--- src/rtl/clk_edge_monitor.sv ---
// clk_edge_monitor: samples a divided clock as data in the fast clk domain,
// emits registered rise/fall strobes, measures the rise-to-rise period,
// reports lock when periods stay within tolerance and flags a stopped input.
//
// Ports:
//   clk, rst          fast clock, synchronous active-high reset
//   en                monitor enable (0 forces IDLE)
//   clk_in            divided clock, treated as asynchronous data
//   exp_period, tol   expected period and allowed absolute deviation
//   rise_pulse        one-cycle strobe per clk_in rising edge
//   fall_pulse        one-cycle strobe per clk_in falling edge
//   period            last measured rise-to-rise period (clk cycles)
//   period_valid      one-cycle strobe when period updates
//   locked            period in tolerance for LOCK_COUNT consecutive periods
//   stuck             no clk_in edge for STUCK_LIMIT cycles
//   err_count         saturating count of bad periods plus stuck events
module clk_edge_monitor #(
  parameter int unsigned SYNC_STAGES = 2,
  parameter int unsigned CNT_W       = 16,
  parameter int unsigned STUCK_LIMIT = 64,
  parameter int unsigned LOCK_COUNT  = 4
) (
  input  logic             clk,
  input  logic             rst,
  input  logic             en,
  input  logic             clk_in,
  input  logic [CNT_W-1:0] exp_period,
  input  logic [CNT_W-1:0] tol,
  output logic             rise_pulse,
  output logic             fall_pulse,
  output logic [CNT_W-1:0] period,
  output logic             period_valid,
  output logic             locked,
  output logic             stuck,
  output logic [7:0]       err_count
);

  localparam int unsigned STREAK_W = $clog2(LOCK_COUNT + 1);
  localparam int unsigned PRIME_W  = $clog2(SYNC_STAGES + 2);

  typedef enum logic [1:0] {IDLE, ACQ, MEAS, STUCK} state_e;

  state_e                 state_q, state_d;
  logic [SYNC_STAGES-1:0] sync_q;
  logic                   s;
  logic                   s_d_q;
  logic [PRIME_W-1:0]     prime_q, prime_d;
  logic                   edge_ok;
  logic                   rise_q, fall_q;
  logic [CNT_W-1:0]       cnt_q, cnt_d;
  logic [CNT_W-1:0]       gap_q, gap_d, gap_inc;
  logic [STREAK_W-1:0]    streak_q, streak_d;
  logic [CNT_W-1:0]       period_q, period_d;
  logic                   period_valid_q, period_valid_d;
  logic                   locked_q, locked_d;
  logic                   stuck_q, stuck_d;
  logic [7:0]             err_q, err_d;
  logic                   err_inc;
  logic                   rise_pulse_q, rise_pulse_d;
  logic                   fall_pulse_q, fall_pulse_d;
  logic [CNT_W:0]         diff;
  logic                   good;

  assign s       = sync_q[SYNC_STAGES-1];
  // Edges are ignored while priming: s_d still tracks s, so a level present
  // at startup or at enable is never mistaken for an edge.
  assign edge_ok = (state_q != IDLE) && (prime_q == '0);
  assign gap_inc = gap_q + CNT_W'(1);
  assign diff    = (cnt_q >= exp_period) ? {1'b0, cnt_q - exp_period}
                                         : {1'b0, exp_period - cnt_q};
  assign good    = (diff <= {1'b0, tol});

  // Prime window: after reset the chain is empty, so hold off edges until it
  // has filled; on every IDLE->ACQ entry suppress at least one cycle.
  always_comb begin
    prime_d = prime_q;
    if (state_q == IDLE) begin
      prime_d = (prime_q > PRIME_W'(1)) ? prime_q - PRIME_W'(1) : PRIME_W'(1);
    end else if (prime_q != '0) begin
      prime_d = prime_q - PRIME_W'(1);
    end
  end

  // Synchronizer, delay flop, registered edge detect.
  always_ff @(posedge clk) begin
    if (rst) begin
      sync_q  <= '0;
      s_d_q   <= 1'b0;
      rise_q  <= 1'b0;
      fall_q  <= 1'b0;
      prime_q <= PRIME_W'(SYNC_STAGES + 1);
    end else begin
      sync_q  <= {sync_q[SYNC_STAGES-2:0], clk_in};
      s_d_q   <= s;
      rise_q  <= edge_ok & s & ~s_d_q;
      fall_q  <= edge_ok & ~s & s_d_q;
      prime_q <= prime_d;
    end
  end

  // Next-state and output logic.
  always_comb begin
    state_d        = state_q;
    cnt_d          = cnt_q;
    gap_d          = gap_q;
    streak_d       = streak_q;
    period_d       = period_q;
    period_valid_d = 1'b0;
    locked_d       = locked_q;
    stuck_d        = stuck_q;
    err_d          = err_q;
    err_inc        = 1'b0;
    rise_pulse_d   = 1'b0;
    fall_pulse_d   = 1'b0;

    if (state_q != IDLE) begin
      rise_pulse_d = rise_q;
      fall_pulse_d = fall_q;
    end

    case (state_q)
      IDLE: begin
        cnt_d    = '0;
        gap_d    = '0;
        streak_d = '0;
        locked_d = 1'b0;
        stuck_d  = 1'b0;
        if (en) state_d = ACQ;
      end
      ACQ, MEAS: begin
        if (state_q == MEAS && cnt_q != '1) cnt_d = cnt_q + CNT_W'(1);
        // An edge in the same cycle the gap would expire takes priority.
        if (rise_q || fall_q) begin
          gap_d = '0;
        end else if (gap_inc == CNT_W'(STUCK_LIMIT)) begin
          gap_d    = gap_inc;
          state_d  = STUCK;
          stuck_d  = 1'b1;
          locked_d = 1'b0;
          err_inc  = 1'b1;
        end else begin
          gap_d = gap_inc;
        end
        if (rise_q) begin
          cnt_d = CNT_W'(1);
          if (state_q == ACQ) begin
            state_d = MEAS;
          end else begin
            period_d       = cnt_q;
            period_valid_d = 1'b1;
            if (good) begin
              if (streak_q < STREAK_W'(LOCK_COUNT)) streak_d = streak_q + STREAK_W'(1);
              if (streak_d == STREAK_W'(LOCK_COUNT)) locked_d = 1'b1;
            end else begin
              streak_d = '0;
              locked_d = 1'b0;
              err_inc  = 1'b1;
            end
          end
        end
      end
      STUCK: begin
        locked_d = 1'b0;
        if (rise_q || fall_q) begin
          state_d  = ACQ;
          stuck_d  = 1'b0;
          gap_d    = '0;
          streak_d = '0;
        end
      end
      default: state_d = IDLE;
    endcase

    if (err_inc && err_q != 8'hFF) err_d = err_q + 8'd1;

    // Disable wins over everything except a period report already in flight.
    if (!en) begin
      state_d  = IDLE;
      locked_d = 1'b0;
      stuck_d  = 1'b0;
      cnt_d    = '0;
      gap_d    = '0;
      streak_d = '0;
    end
  end

  // State and output registers.
  always_ff @(posedge clk) begin
    if (rst) begin
      state_q        <= IDLE;
      cnt_q          <= '0;
      gap_q          <= '0;
      streak_q       <= '0;
      period_q       <= '0;
      period_valid_q <= 1'b0;
      locked_q       <= 1'b0;
      stuck_q        <= 1'b0;
      err_q          <= '0;
      rise_pulse_q   <= 1'b0;
      fall_pulse_q   <= 1'b0;
    end else begin
      state_q        <= state_d;
      cnt_q          <= cnt_d;
      gap_q          <= gap_d;
      streak_q       <= streak_d;
      period_q       <= period_d;
      period_valid_q <= period_valid_d;
      locked_q       <= locked_d;
      stuck_q        <= stuck_d;
      err_q          <= err_d;
      rise_pulse_q   <= rise_pulse_d;
      fall_pulse_q   <= fall_pulse_d;
    end
  end

  assign rise_pulse   = rise_pulse_q;
  assign fall_pulse   = fall_pulse_q;
  assign period       = period_q;
  assign period_valid = period_valid_q;
  assign locked       = locked_q;
  assign stuck        = stuck_q;
  assign err_count    = err_q;

endmodule
--- config.mk ---
export PLATFORM = sky130hd
export DESIGN_NAME = clk_edge_monitor
export DESIGN_NICKNAME = d
export VERILOG_FILES = /design/src/rtl/clk_edge_monitor.sv
export SDC_FILE = /design/constraint.sdc
export NUM_CORES = 1
export LEC_CHECK = 0
export CAP_MARGIN = 20
export CELL_PAD_IN_SITES_DETAIL_PLACEMENT = 0
export CELL_PAD_IN_SITES_GLOBAL_PLACEMENT = 1
export CORE_MARGIN = 2
export CORE_UTILIZATION = 45
export CTS_BUF_LIST = sky130_fd_sc_hd__clkbuf_16
export CTS_CLUSTER_DIAMETER = 40
export DETAILED_ROUTE_END_ITERATION = 8
export MAX_ROUTING_LAYER = met4
export PLACE_DENSITY = 0.91
export SKIP_CTS_REPAIR_TIMING = 1
export SLEW_MARGIN = 20
export SYNTH_ARGS = -nofsm -noshare
export SYNTH_HDL_FRONTEND = slang
export SYNTH_SLANG_ARGS = --single-unit
export TNS_END_PERCENT = 100
--- constraint.sdc ---
create_clock -name clk -period 8.1 [get_ports clk]
set_clock_uncertainty 0.1 [all_clocks]
set_input_delay 1.62 -clock clk [delete_from_list [all_inputs] [get_ports clk]]
set_output_delay 1.62 -clock clk [all_outputs]
set_load 0.005 [all_outputs]
==> results of run 1 <==
==> registers in the layout (all words and copies together) (netlist names), 2 cells and up <==
| register | cells |
|---|---|
| cnt_q | 16 |
| gap_q | 16 |
| period | 16 |
| err_count | 8 |
| streak_q | 3 |
| prime_q | 2 |
| state_q | 2 |
| sync_q | 2 |
==> critical path, stage by stage <==
cell and delay (ps):
clkdlybuf4s50_1 520, inv_1 60, ha_1 440, nand4_1 170
a31oi_1 220, o21bai_1 110, a221oi_2 250, buf_4 310
o311ai_0 190, o22ai_1 210, xnor2_1 160, ha_1 290
a41oi_1 200, o21ai_0 120, a221oi_1 500, o211ai_1 310
a21oi_1 340, or3b_1 380, a21oi_1 140
==> final cells by class <==
| type | count | share of cell area (%) |
|---|---|---|
| flip-flops and latches | 73 | 22.6 |
| inverters | 61 | 3.54 |
| clock inverters | 7 | 0.600 |
| clock buffers | 9 | 3.49 |
| well taps | 147 | 2.85 |
| multi-input cells | 544 | 56.5 |
| repair buffers | 68 | 10.4 |
==> power by group through the flow <==
stage                     Combinational, µW  Clock [µW]  Sequential [µW]
after floorplan                        79.3           0              371
after global placement                  117           0              371
after detailed placement                121           0              371
after CTS                               122         357              364
after global routing                    137         374              364
final                                   122         353              364
==> kinds of logic (layout without fill, tap and decap cells) <==
kind of cell	after synthesis	count (layout)
xor gates and xnor gates	32	32
muxes	10	10
DFF	73	73
adders and majority gates	60	60
AOI/OAI and AO/OA	177	177
buffers and inverters	99	145
and+or+nand+nor	265	265
==> stage by stage <==
step / power (µW) / hold slack (ps)
2_1_floorplan: 450 / 289
3_3_place_gp: 489 / 297
3_5_place_dp: 493 / 315
4_1_cts: 842 / 330
5_1_grt: 875 / 343
6_report: 838 / 330
==> synthesized netlist by cell type, drive strengths merged (11+ instances only) <==
library cell  instances
nand2                74
dfxtp                73
a21oi                68
nor2                 65
inv                  61
ha                   58
clkbuf               30
o21ai                29
nand3                26
xnor2                23
nand4                16
nand2b               13
nor2b                13
a211oi               11
==> worst paths after layout <==
path,start,endpoint,slack (ps),cells after the start
setup / recovery,exp_period[5],streak_q[0],1690,19
hold / removal,s_d_q,rise_q,330,1
setup reg to reg,cnt_q[2],streak_q[0],2930,17
hold reg to reg,s_d_q,rise_q,330,1
==> routing by layer <==
| layer | wire, µm | vias up | part of all wire, % | track usage [%] |
|---|---|---|---|---|
| met5 | 0 | - | 0 | - |
| met4 | 276 | 0 | 1.9 | 7.97 |
| met3 | 539 | 26 | 3.8 | 1.75 |
| met2 | 6430 | 134 | 45 | 35.9 |
| met1 | 6920 | 2441 | 49 | 29.6 |
| li1 | - | 2598 | - | - |
==> report_table.html, run 1 <==
<table>
<tr><th>Metric</th><th>Value</th></tr>
<tr><th colspan="2">Floorplan</th></tr>
<tr><td>Number of placement rows</td><td>40</td></tr>
<tr><td>Total core area</td><td>0.0120 mm²</td></tr>
<tr><td>Die Footprint</td><td>0.0131 mm²</td></tr>
<tr><td>Chip Height</td><td>115 µm</td></tr>
<tr><td>Horizontal extent of the die</td><td>115 µm</td></tr>
<tr><td>IO Pins</td><td>65</td></tr>
<tr><td>Initial Util</td><td>46.0%</td></tr>
<tr><th colspan="2">Global routing</th></tr>
<tr><td>Overflow left after global routing</td><td>0</td></tr>
<tr><td>Global Route Usage Sum</td><td>22.4%</td></tr>
<tr><td>Pin count of the biggest net entering global routing</td><td>39</td></tr>
<tr><td>Vias in the first global route</td><td>4853</td></tr>
<tr><td>First-pass GRT wire length</td><td>23300 µm</td></tr>
<tr><td>Antenna violations before repair</td><td>0</td></tr>
<tr><th colspan="2">Critical path</th></tr>
<tr><td>Element type at the critical path start</td><td>input pin</td></tr>
<tr><td>Crit path capture type</td><td>flop</td></tr>
<tr><td>Worst Path Class, Setup</td><td>in2reg</td></tr>
<tr><td>Data required, critical path</td><td>8250 ps</td></tr>
<tr><td>Worst EP arrival</td><td>6560 ps</td></tr>
<tr><td>Critical-path maximum fanout</td><td>26</td></tr>
<tr><th colspan="2">Clock network</th></tr>
<tr><td>Register clock-pin slew on the reported worst setup and hold paths</td><td>60 ps</td></tr>
<tr><td>Total CTS buffers</td><td>9</td></tr>
<tr><td>CTS tree</td><td>yes</td></tr>
<tr><td>CTS root buf</td><td>clkbuf_16</td></tr>
<tr><td>Clk Latency, worst-skew pair</td><td>330 ps</td></tr>
<tr><td>Worst-case clock buffer depth</td><td>2</td></tr>
<tr><td>Clock tree sinks</td><td>73</td></tr>
<tr><td>CTS H-tree depth</td><td>3</td></tr>
<tr><th colspan="2">Layout</th></tr>
<tr><td>Post-route non-filler standard cell count</td><td>909</td></tr>
<tr><td>Nets</td><td>853</td></tr>
<tr><td>Proportion of layout cells with a drive suffix above 1</td><td>4.59%</td></tr>
<tr><td>Fillers</td><td>1123</td></tr>
<tr><td>Most common cell after layout, fill and taps aside</td><td>nand2_1</td></tr>
<tr><td>Area taken by multi-input logic gates</td><td>0.00365 mm²</td></tr>
<tr><td>Area taken by flip-flops and latches</td><td>0.00146 mm²</td></tr>
<tr><td>Diodes inserted</td><td>0</td></tr>
<tr><td>Area delta synth-&gt;final</td><td>17.4%</td></tr>
<tr><td>Final std cell area, no fill</td><td>0.00646 mm²</td></tr>
<tr><td>Post-route core utilization</td><td>54.0%</td></tr>
<tr><td>Commonest non-fill, non-tap cells in the layout</td><td>nand2_1 (74), dfxtp_1 (73), a21oi_1 (67)</td></tr>
<tr><th colspan="2">Worst hold path</th></tr>
<tr><td>Kind of path behind the tightest hold check</td><td>reg2reg</td></tr>
<tr><th colspan="2">Power and ir drop</th></tr>
<tr><td>Fraction of power consumed by sequential logic</td><td>43.4%</td></tr>
<tr><td>Areal power density over the cells</td><td>130 mW/mm²</td></tr>
<tr><td>Internal power</td><td>620 µW</td></tr>
<tr><td>Maximum ir drop on the vdd rail</td><td>142 µV</td></tr>
<tr><td>Clock share of power</td><td>42.1%</td></tr>
<tr><td>Net switching power</td><td>218 µW</td></tr>
<tr><td>Share of total power consumed by net switching</td><td>26.0%</td></tr>
<tr><td>Reported leakage power</td><td>0.00248 µW</td></tr>
<tr><td>Combinational Power Share</td><td>14.5%</td></tr>
<tr><th colspan="2">Yosys</th></tr>
<tr><td>Area share of fa/ha/maj cells after synthesis</td><td>13.9%</td></tr>
<tr><td>Post-synthesis instance total</td><td>716</td></tr>
<tr><td>Top post-synthesis cells by area</td><td>dfxtp_1 (27%), ha_1 (13%), a21oi_1 (6.1%)</td></tr>
<tr><td>Netlist Area Pre-Place</td><td>0.00550 mm²</td></tr>
<tr><td>Dominant combinational cell family by area after synthesis</td><td>simple AND/OR/NAND/NOR gates</td></tr>
<tr><td>#FFs+latches synth</td><td>73</td></tr>
<tr><td>Number of nets produced by synthesis</td><td>812</td></tr>
<tr><td>Library cell occupying the most area in the post-synthesis netlist</td><td>dfxtp_1</td></tr>
<tr><td>Count of flip-flops with a built-in enable after synthesis</td><td>0</td></tr>
<tr><td>Proportion of netlist area held by the largest area contributor</td><td>26.6%</td></tr>
<tr><td>Synthesis Warnings</td><td>0</td></tr>
<tr><td>Average cell area after synthesis</td><td>7.69 µm²</td></tr>
<tr><td>Async set-or-reset flop fraction in the synthesized netlist</td><td>0%</td></tr>
<tr><td>Proportion of synthesized area in mux cells</td><td>1.95%</td></tr>
<tr><td>Compound-cell area share of the yosys netlist</td><td>21.2%</td></tr>
<tr><td>Sequential element share of the synthesized area</td><td>26.6%</td></tr>
<tr><td>XOR/XNOR Fraction of Synth Area</td><td>5.09%</td></tr>
<tr><td>Library cells used by synthesis</td><td>74</td></tr>
<tr><td>Simple logic cell fraction of the synthesized area</td><td>24.2%</td></tr>
<tr><td>Synth Flop Type</td><td>dfxtp_1</td></tr>
<tr><th colspan="2">STA</th></tr>
<tr><td>Fraction of the cycle the final worst path needs</td><td>79.1%</td></tr>
<tr><td>Total setup violations reported at the end of the flow</td><td>0</td></tr>
<tr><td>Achievable frequency</td><td>156 MHz</td></tr>
<tr><td>Final Hold Vio Count</td><td>0</td></tr>
<tr><td>Crit path time final</td><td>6410 ps</td></tr>
<tr><td>Remaining max-slew budget at the tightest pin</td><td>33.3%</td></tr>
<tr><td>Fin. max-slew vios</td><td>0</td></tr>
<tr><td>Post-route worst setup slack</td><td>1690 ps</td></tr>
<tr><td>Transition time of the tightest slew-check pin</td><td>994 ps</td></tr>
<tr><td>Unrepaired setup endpoints after global routing</td><td>no</td></tr>
<tr><td>Fin Setup TNS</td><td>0 ps</td></tr>
<tr><th colspan="2">Routing</th></tr>
<tr><td>Initial DRC Count</td><td>280</td></tr>
<tr><td>Post-Route WL</td><td>14200 µm</td></tr>
<tr><td>Detailed-route DRC error count</td><td>0</td></tr>
<tr><td>Vias after detailed routing</td><td>5199</td></tr>
<tr><td>ANT nets after route</td><td>0</td></tr>
<tr><td>Vias per inst</td><td>5.72</td></tr>
<tr><td>Router iterations before antenna repair</td><td>5</td></tr>
<tr><td>Detail-routed net length per standard cell</td><td>15.6 µm</td></tr>
<tr><th colspan="2">Placement</th></tr>
<tr><td>Worst setup timing slack at the placement stage</td><td>1440 ps</td></tr>
<tr><td>RD Place Congestion</td><td>0.840</td></tr>
<tr><td>Placed inst area</td><td>0.00620 mm²</td></tr>
<tr><td>Placed Cells</td><td>893</td></tr>
<tr><td>Count of input and output buffers</td><td>64</td></tr>
<tr><td>Detailed placer's ending HPWL</td><td>10900 µm</td></tr>
<tr><th colspan="2">Run</th></tr>
<tr><td>Max-Cap Viols</td><td>0</td></tr>
<tr><th colspan="2">Run status</th></tr>
<tr><td>Result of the run</td><td>finished, final reports clean</td></tr>
</table>
Power figures use the tool's default switching activity.
==> run 2, diff against run 1 <==
- CORE_UTILIZATION: 45 -> 42
- PLACE_DENSITY: 0.91 -> 0.86
- clock period: 8.1 -> 6.7 ns (I/O delays scaled with it)
==> report_table.html, run 2 (synthesized netlist as in run 1, its figures left out) <==
<table>
<tr><th>Metric</th><th>Value</th></tr>
<tr><th colspan="2">Run status</th></tr>
<tr><td>Result of the run</td><td>finished, final reports clean</td></tr>
<tr><th colspan="2">Critical path</th></tr>
<tr><td>Critical-path maximum fanout</td><td>8</td></tr>
<tr><td>Buffers plus inverters on the worst setup path</td><td>3</td></tr>
<tr><td>Element type at the critical path start</td><td>input pin</td></tr>
<tr><td>Worst EP arrival</td><td>6240 ps</td></tr>
<tr><td>Data required, critical path</td><td>6820 ps</td></tr>
<tr><td>Crit path capture type</td><td>flop</td></tr>
<tr><td>Critical path, cell by cell</td><td>clkdlybuf4s50_1, inv_1, ha_1, a21o_1, a21oi_1, nor3b_1, a221oi_2, buf_4, a2111oi_0, a21oi_1, xor2_1, ha_1, and4_1, nand3_1, a211o_1, o211ai_1, nand2_1, a2111oi_2, mux2_1</td></tr>
<tr><td>Cell family with most CP delay</td><td>compound AO/OA/AOI/OAI gates</td></tr>
<tr><td>Worst Path Class, Setup</td><td>in2reg</td></tr>
<tr><td>Reg-to-reg startpoint</td><td>cnt_q[0]</td></tr>
<tr><td>Largest stage delay on the critical path</td><td>480 ps</td></tr>
<tr><td>Critical-path cell with the highest stage delay</td><td>clkdlybuf4s50_1</td></tr>
<tr><td>Worst setup path startpoint</td><td>exp_period[13]</td></tr>
<tr><th colspan="2">Placement</th></tr>
<tr><td>Count of input and output buffers</td><td>64</td></tr>
<tr><td>RD Place Congestion</td><td>0.913</td></tr>
<tr><td>Detailed placer's ending HPWL</td><td>11300 µm</td></tr>
<tr><td>Worst setup timing slack at the placement stage</td><td>300 ps</td></tr>
<tr><td>Placed inst area</td><td>0.00625 mm²</td></tr>
<tr><th colspan="2">Global routing</th></tr>
<tr><td>First-pass GRT wire length</td><td>23800 µm</td></tr>
<tr><td>Vias in the first global route</td><td>4932</td></tr>
<tr><td>Global Route Usage Sum</td><td>20.9%</td></tr>
<tr><td>Antenna violations before repair</td><td>0</td></tr>
<tr><td>Pin count of the biggest net entering global routing</td><td>38</td></tr>
<tr><td>Overflow left after global routing</td><td>0</td></tr>
<tr><th colspan="2">Floorplan</th></tr>
<tr><td>Initial Util</td><td>43.3%</td></tr>
<tr><td>IO Pins</td><td>65</td></tr>
<tr><td>Total core area</td><td>0.0127 mm²</td></tr>
<tr><td>Horizontal extent of the die</td><td>118 µm</td></tr>
<tr><td>Chip Height</td><td>118 µm</td></tr>
<tr><td>Die Footprint</td><td>0.0140 mm²</td></tr>
<tr><td>Number of placement rows</td><td>41</td></tr>
<tr><th colspan="2">Layout</th></tr>
<tr><td>Commonest non-fill, non-tap cells in the layout</td><td>nand2_1 (74), dfxtp_1 (73), a21oi_1 (67)</td></tr>
<tr><td>Fillers</td><td>1254</td></tr>
<tr><td>Proportion of layout cells with a drive suffix above 1</td><td>5.10%</td></tr>
<tr><td>Area taken by flip-flops and latches</td><td>0.00146 mm²</td></tr>
<tr><td>Area delta synth-&gt;final</td><td>18.8%</td></tr>
<tr><td>Area taken by multi-input logic gates</td><td>0.00365 mm²</td></tr>
<tr><td>Most common cell after layout, fill and taps aside</td><td>nand2_1</td></tr>
<tr><td>Final std cell area, no fill</td><td>0.00654 mm²</td></tr>
<tr><td>Nets</td><td>856</td></tr>
<tr><td>Diodes inserted</td><td>0</td></tr>
<tr><th colspan="2">STA</th></tr>
<tr><td>Achievable frequency</td><td>163 MHz</td></tr>
<tr><td>Unrepaired setup endpoints after global routing</td><td>no</td></tr>
<tr><td>Final Hold Slack</td><td>325 ps</td></tr>
<tr><td>Fin. max-slew vios</td><td>0</td></tr>
<tr><td>Final Hold Vio Count</td><td>0</td></tr>
<tr><td>Crit path time final</td><td>6120 ps</td></tr>
<tr><td>Fraction of the cycle the final worst path needs</td><td>91.4%</td></tr>
<tr><td>Fin Setup TNS</td><td>0 ps</td></tr>
<tr><td>Total setup violations reported at the end of the flow</td><td>0</td></tr>
<tr><td>Transition time of the tightest slew-check pin</td><td>1040 ps</td></tr>
<tr><td>Post-route worst setup slack</td><td>577 ps</td></tr>
<tr><td>Remaining max-slew budget at the tightest pin</td><td>30.4%</td></tr>
<tr><th colspan="2">Power and ir drop</th></tr>
<tr><td>Maximum ir drop on the vdd rail</td><td>141 µV</td></tr>
<tr><td>Reported leakage power</td><td>0.00250 µW</td></tr>
<tr><td>Areal power density over the cells</td><td>161 mW/mm²</td></tr>
<tr><th colspan="2">Clock network</th></tr>
<tr><td>CTS H-tree depth</td><td>3</td></tr>
<tr><td>Register clock-pin slew on the reported worst setup and hold paths</td><td>60 ps</td></tr>
<tr><td>Worst-case clock buffer depth</td><td>2</td></tr>
<tr><td>Total CTS buffers</td><td>9</td></tr>
<tr><td>CTS root buf</td><td>clkbuf_16</td></tr>
<tr><td>Clk Latency, worst-skew pair</td><td>330 ps</td></tr>
<tr><td>Clock tree sinks</td><td>73</td></tr>
<tr><td>CTS tree</td><td>yes</td></tr>
<tr><th colspan="2">Routing</th></tr>
<tr><td>Initial DRC Count</td><td>219</td></tr>
<tr><td>Post-Route WL</td><td>14400 µm</td></tr>
<tr><td>Vias per inst</td><td>5.50</td></tr>
<tr><td>ANT nets after route</td><td>0</td></tr>
<tr><td>Router iterations before antenna repair</td><td>4</td></tr>
<tr><td>Detail-routed net length per standard cell</td><td>15.4 µm</td></tr>
<tr><td>Detailed-route DRC error count</td><td>0</td></tr>
<tr><td>Vias after detailed routing</td><td>5149</td></tr>
<tr><th colspan="2">Worst hold path</th></tr>
<tr><td>Hold Startpoint</td><td>s_d_q</td></tr>
<tr><td>Kind of path behind the tightest hold check</td><td>reg2reg</td></tr>
<tr><th colspan="2">Run</th></tr>
<tr><td>Max-Cap Viols</td><td>0</td></tr>
</table>
run 2: cell count changes in the layout (fill, tap and decap cells not counted), sizes merged:
cell	previous run	this run
inv	62	61
bufinv	0	1
buf	4	7
run 2: cell type report:
type                            count  area share (%)
Clock buffer                        9            3.44
Clock inverter                      7           0.938
Inverter                           61            3.50
Multi-Input combinational cell    544            55.9
Sequential cell                    73            22.4
Tap cell                          172            3.29
Timing Repair Buffer               71            10.6
run 2: final timing paths:
path	to	slack (ps)	depth (start not counted)
worst max register to register	err_count[4]	1690	20
worst min register to register	rise_q	320	1
worst max-delay path	err_count[4]	580	19
worst min-delay path	rise_q	320	1
run 2: through the flow:
step	instances	util (%)	total power [µW]
finish	937	51.4	1050
global route	937	51.4	1100
CTS	937	51.4	1060
detailed placement	921	49.1	596
global placement	921	49.1	592
floorplan	716	-	544
run 2: worst reg2reg max path, stage by stage, from the launching register on:
cell	delay [ps]
dfxtp_1	380
inv_1	180
ha_1	190
inv_1	50
fa_1	380
nand3_1	150
a31oi_1	130
o21bai_1	180
a221oi_2	110
buf_4	180
a2111oi_0	360
a21oi_1	90
xor2_1	170
ha_1	310
and4_1	210
nand3_1	120
a211o_1	240
o211ai_1	260
nand2_1	310
a2111oi_2	450
mux2_1	350
run 2: routing by layer:
| metal | part of all wire (%) | GRT usage (%) | vias up |
|---|---|---|---|
| met4 | 2.1 | 7.81 | 0 |
| met3 | 3.4 | 2.70 | 25 |
| met1 | 50 | 28.1 | 2409 |
| met5 | 0 | - | - |
| met2 | 45 | 32.3 | 109 |
| li1 | - | - | 2606 |
run 2: power by group:
group	internal, µW	switching, µW
registers	437	2.61
logic	67.1	79.9
clock network	284	181
total	788	264
==> run 3, diff against run 2 <==
- CORE_UTILIZATION: 42 -> 40
- PLACE_DENSITY: 0.86 -> 0.83
- clock period: 6.7 -> 6.4 ns (I/O delays scaled with it)
==> report_table.html, run 3 (synthesized netlist as in run 1, its figures left out) <==
<table>
<tr><th>Metric</th><th>Value</th></tr>
<tr><th colspan="2">Global routing</th></tr>
<tr><td>Overflow left after global routing</td><td>0</td></tr>
<tr><td>First-pass GRT wire length</td><td>24800 µm</td></tr>
<tr><td>Global Route Usage Sum</td><td>21.3%</td></tr>
<tr><td>Vias in the first global route</td><td>5059</td></tr>
<tr><td>Antenna violations before repair</td><td>0</td></tr>
<tr><td>Pin count of the biggest net entering global routing</td><td>38</td></tr>
<tr><th colspan="2">Floorplan</th></tr>
<tr><td>Die Footprint</td><td>0.0147 mm²</td></tr>
<tr><td>Number of placement rows</td><td>42</td></tr>
<tr><td>Horizontal extent of the die</td><td>121 µm</td></tr>
<tr><td>IO Pins</td><td>65</td></tr>
<tr><td>Chip Height</td><td>121 µm</td></tr>
<tr><td>Total core area</td><td>0.0133 mm²</td></tr>
<tr><td>Initial Util</td><td>41.2%</td></tr>
<tr><th colspan="2">Placement</th></tr>
<tr><td>Detailed placer's ending HPWL</td><td>11600 µm</td></tr>
<tr><td>Placed inst area</td><td>0.00628 mm²</td></tr>
<tr><td>RD Place Congestion</td><td>0.924</td></tr>
<tr><td>Count of input and output buffers</td><td>64</td></tr>
<tr><td>Worst setup timing slack at the placement stage</td><td>56.6 ps</td></tr>
<tr><th colspan="2">Worst hold path</th></tr>
<tr><td>Hold Crit Endpoint</td><td>rise_q</td></tr>
<tr><td>Hold Startpoint</td><td>s_d_q</td></tr>
<tr><td>Hold depth</td><td>1</td></tr>
<tr><td>Kind of path behind the tightest hold check</td><td>reg2reg</td></tr>
<tr><th colspan="2">Layout</th></tr>
<tr><td>Proportion of layout cells with a drive suffix above 1</td><td>5.35%</td></tr>
<tr><td>Area taken by flip-flops and latches</td><td>0.00146 mm²</td></tr>
<tr><td>Final std cell area, no fill</td><td>0.00658 mm²</td></tr>
<tr><td>Fillers</td><td>1304</td></tr>
<tr><td>Area taken by multi-input logic gates</td><td>0.00367 mm²</td></tr>
<tr><td>Most common cell after layout, fill and taps aside</td><td>nand2_1</td></tr>
<tr><td>Diodes inserted</td><td>0</td></tr>
<tr><td>Area delta synth-&gt;final</td><td>19.5%</td></tr>
<tr><td>Commonest non-fill, non-tap cells in the layout</td><td>nand2_1 (74), dfxtp_1 (73), a21oi_1 (67)</td></tr>
<tr><td>Nets</td><td>858</td></tr>
<tr><th colspan="2">Power and ir drop</th></tr>
<tr><td>Areal power density over the cells</td><td>168 mW/mm²</td></tr>
<tr><td>Net switching power</td><td>281 µW</td></tr>
<tr><td>Maximum ir drop on the vdd rail</td><td>172 µV</td></tr>
<tr><td>Share of total power consumed by net switching</td><td>25.4%</td></tr>
<tr><td>Reported leakage power</td><td>0.00254 µW</td></tr>
<tr><td>Total power after layout</td><td>1110 µW</td></tr>
<tr><td>Internal power</td><td>826 µW</td></tr>
<tr><td>Combinational Power Share</td><td>14.2%</td></tr>
<tr><td>Clock share of power</td><td>44.2%</td></tr>
<tr><td>Fraction of power consumed by sequential logic</td><td>41.6%</td></tr>
<tr><th colspan="2">Clock network</th></tr>
<tr><td>Clock tree sinks</td><td>73</td></tr>
<tr><td>Worst-case clock buffer depth</td><td>2</td></tr>
<tr><td>Clk Latency, worst-skew pair</td><td>340 ps</td></tr>
<tr><td>CTS H-tree depth</td><td>3</td></tr>
<tr><td>Total CTS buffers</td><td>9</td></tr>
<tr><td>Register clock-pin slew on the reported worst setup and hold paths</td><td>60 ps</td></tr>
<tr><td>CTS root buf</td><td>clkbuf_16</td></tr>
<tr><td>CTS tree</td><td>yes</td></tr>
<tr><th colspan="2">STA</th></tr>
<tr><td>Total setup violations reported at the end of the flow</td><td>0</td></tr>
<tr><td>Achievable frequency</td><td>164 MHz</td></tr>
<tr><td>Fin Setup TNS</td><td>0 ps</td></tr>
<tr><td>Remaining max-slew budget at the tightest pin</td><td>34.1%</td></tr>
<tr><td>Fin. max-slew vios</td><td>0</td></tr>
<tr><td>Final Hold Slack</td><td>333 ps</td></tr>
<tr><td>Crit path time final</td><td>6110 ps</td></tr>
<tr><td>Final Hold Vio Count</td><td>0</td></tr>
<tr><td>Unrepaired setup endpoints after global routing</td><td>yes</td></tr>
<tr><td>Transition time of the tightest slew-check pin</td><td>983 ps</td></tr>
<tr><td>Post-route worst setup slack</td><td>288 ps</td></tr>
<tr><td>Fraction of the cycle the final worst path needs</td><td>95.5%</td></tr>
<tr><th colspan="2">Critical path</th></tr>
<tr><td>Depth of the most critical reg-to-reg path</td><td>20</td></tr>
<tr><td>Critical-path cell with the highest stage delay</td><td>clkdlybuf4s50_1</td></tr>
<tr><td>Crit path top cell by count</td><td>ha_1</td></tr>
<tr><td>Worst Path Class, Setup</td><td>in2reg</td></tr>
<tr><td>Critical-path maximum fanout</td><td>7</td></tr>
<tr><td>Element type at the critical path start</td><td>input pin</td></tr>
<tr><td>Worst EP arrival</td><td>6230 ps</td></tr>
<tr><td>Critical path, cell by cell</td><td>clkdlybuf4s50_1, inv_1, ha_1, a21o_1, a21oi_1, nor3b_2, a221oi_4, buf_4, a211oi_1, a32oi_1, xor2_1, ha_1, and4_1, nand3_1, a211o_1, o211ai_1, nand2_1, a2111oi_2, mux2_1</td></tr>
<tr><td>Data required, critical path</td><td>6520 ps</td></tr>
<tr><td>R2r endpoint</td><td>streak_q[0]</td></tr>
<tr><td>Crit path capture type</td><td>flop</td></tr>
<tr><td>Register-to-register setup slack</td><td>1210 ps</td></tr>
<tr><td>Largest stage delay on the critical path</td><td>480 ps</td></tr>
<tr><td>Reg-to-reg startpoint</td><td>cnt_q[0]</td></tr>
<tr><th colspan="2">Run status</th></tr>
<tr><td>Result of the run</td><td>finished, final reports clean</td></tr>
<tr><th colspan="2">Routing</th></tr>
<tr><td>Initial DRC Count</td><td>335</td></tr>
<tr><td>Detail-routed net length per standard cell</td><td>15.7 µm</td></tr>
<tr><td>ANT nets after route</td><td>0</td></tr>
<tr><td>Router iterations before antenna repair</td><td>5</td></tr>
<tr><td>Post-Route WL</td><td>14800 µm</td></tr>
<tr><td>Vias per inst</td><td>5.47</td></tr>
<tr><td>Vias after detailed routing</td><td>5156</td></tr>
<tr><td>Detailed-route DRC error count</td><td>0</td></tr>
<tr><th colspan="2">Run</th></tr>
<tr><td>Max-Cap Viols</td><td>0</td></tr>
</table>
==> run 3: changes by cell type in the layout (fill, tap and decap cells not counted) <==
cell        previous run  this run
nor3_2                 0         1
clkinv_1               1         3
nor3b_1                4         3
buf_4                  7         9
a221oi_4               0         1
clkinvlp_4             1         2
a221oi_2               1         0
nor3_1                10         9
clkinv_2               4         1
nor3b_2                0         1
==> run 3: routing by layer <==
| layer | wire length, µm | vias up | global-route usage [%] |
|---|---|---|---|
| met2 | 6660 | 120 | 32.6 |
| met3 | 602 | 19 | 3.24 |
| met4 | 252 | 0 | 6.25 |
| met5 | 0 | - | - |
| met1 | 7320 | 2417 | 29.1 |
| li1 | - | 2600 | - |
==> run 3: area by class of cell <==
class | count | share of cell area [%]
tap | 176 | 3.35
timing repair buffer | 73 | 10.8
clock buffer | 9 | 3.42
multi-input combinational | 544 | 55.8
sequential | 73 | 22.2
clock inverter | 7 | 0.932
inverter | 61 | 3.48
==> run 3: through the flow <==
stage / cells / util (%)
4_1_cts: 943 / 49.2
6_report: 943 / 49.3
3_3_place_gp: 927 / 47.0
3_5_place_dp: 927 / 47.0
2_1_floorplan: 716 / -
5_1_grt: 943 / 49.3
==> run 3: power by group through the flow <==
stage | Sequential [µW] | Combinational [µW] | Clock (µW)
floorplan | 469 | 100 | 0
global placement | 470 | 151 | 0
detailed placement | 470 | 156 | 0
CTS | 460 | 157 | 498
global route | 460 | 177 | 518
finish | 460 | 157 | 489
==> run 3: worst max path at each step <==
stage	from	to	slack [ps]
2_1_floorplan	exp_period[2]	err_count[4]	1080
3_3_place_gp	exp_period[13]	err_count[4]	-8
3_5_place_dp	exp_period[13]	err_count[5]	60
4_1_cts	exp_period[13]	err_count[5]	380
5_1_grt	exp_period[13]	err_count[5]	-30
6_report	exp_period[13]	err_count[5]	290
==> run 3: critical path: cells and delay by family <==
family,cells,cell delay (ps)
AO/OA/AOI/OAI,8,1980
XOR/XNOR,1,180
adder cells (fa/ha/maj),2,680
buffers and inverters,3,720
multiplexers,1,360
AND/OR/NAND/NOR,4,1010
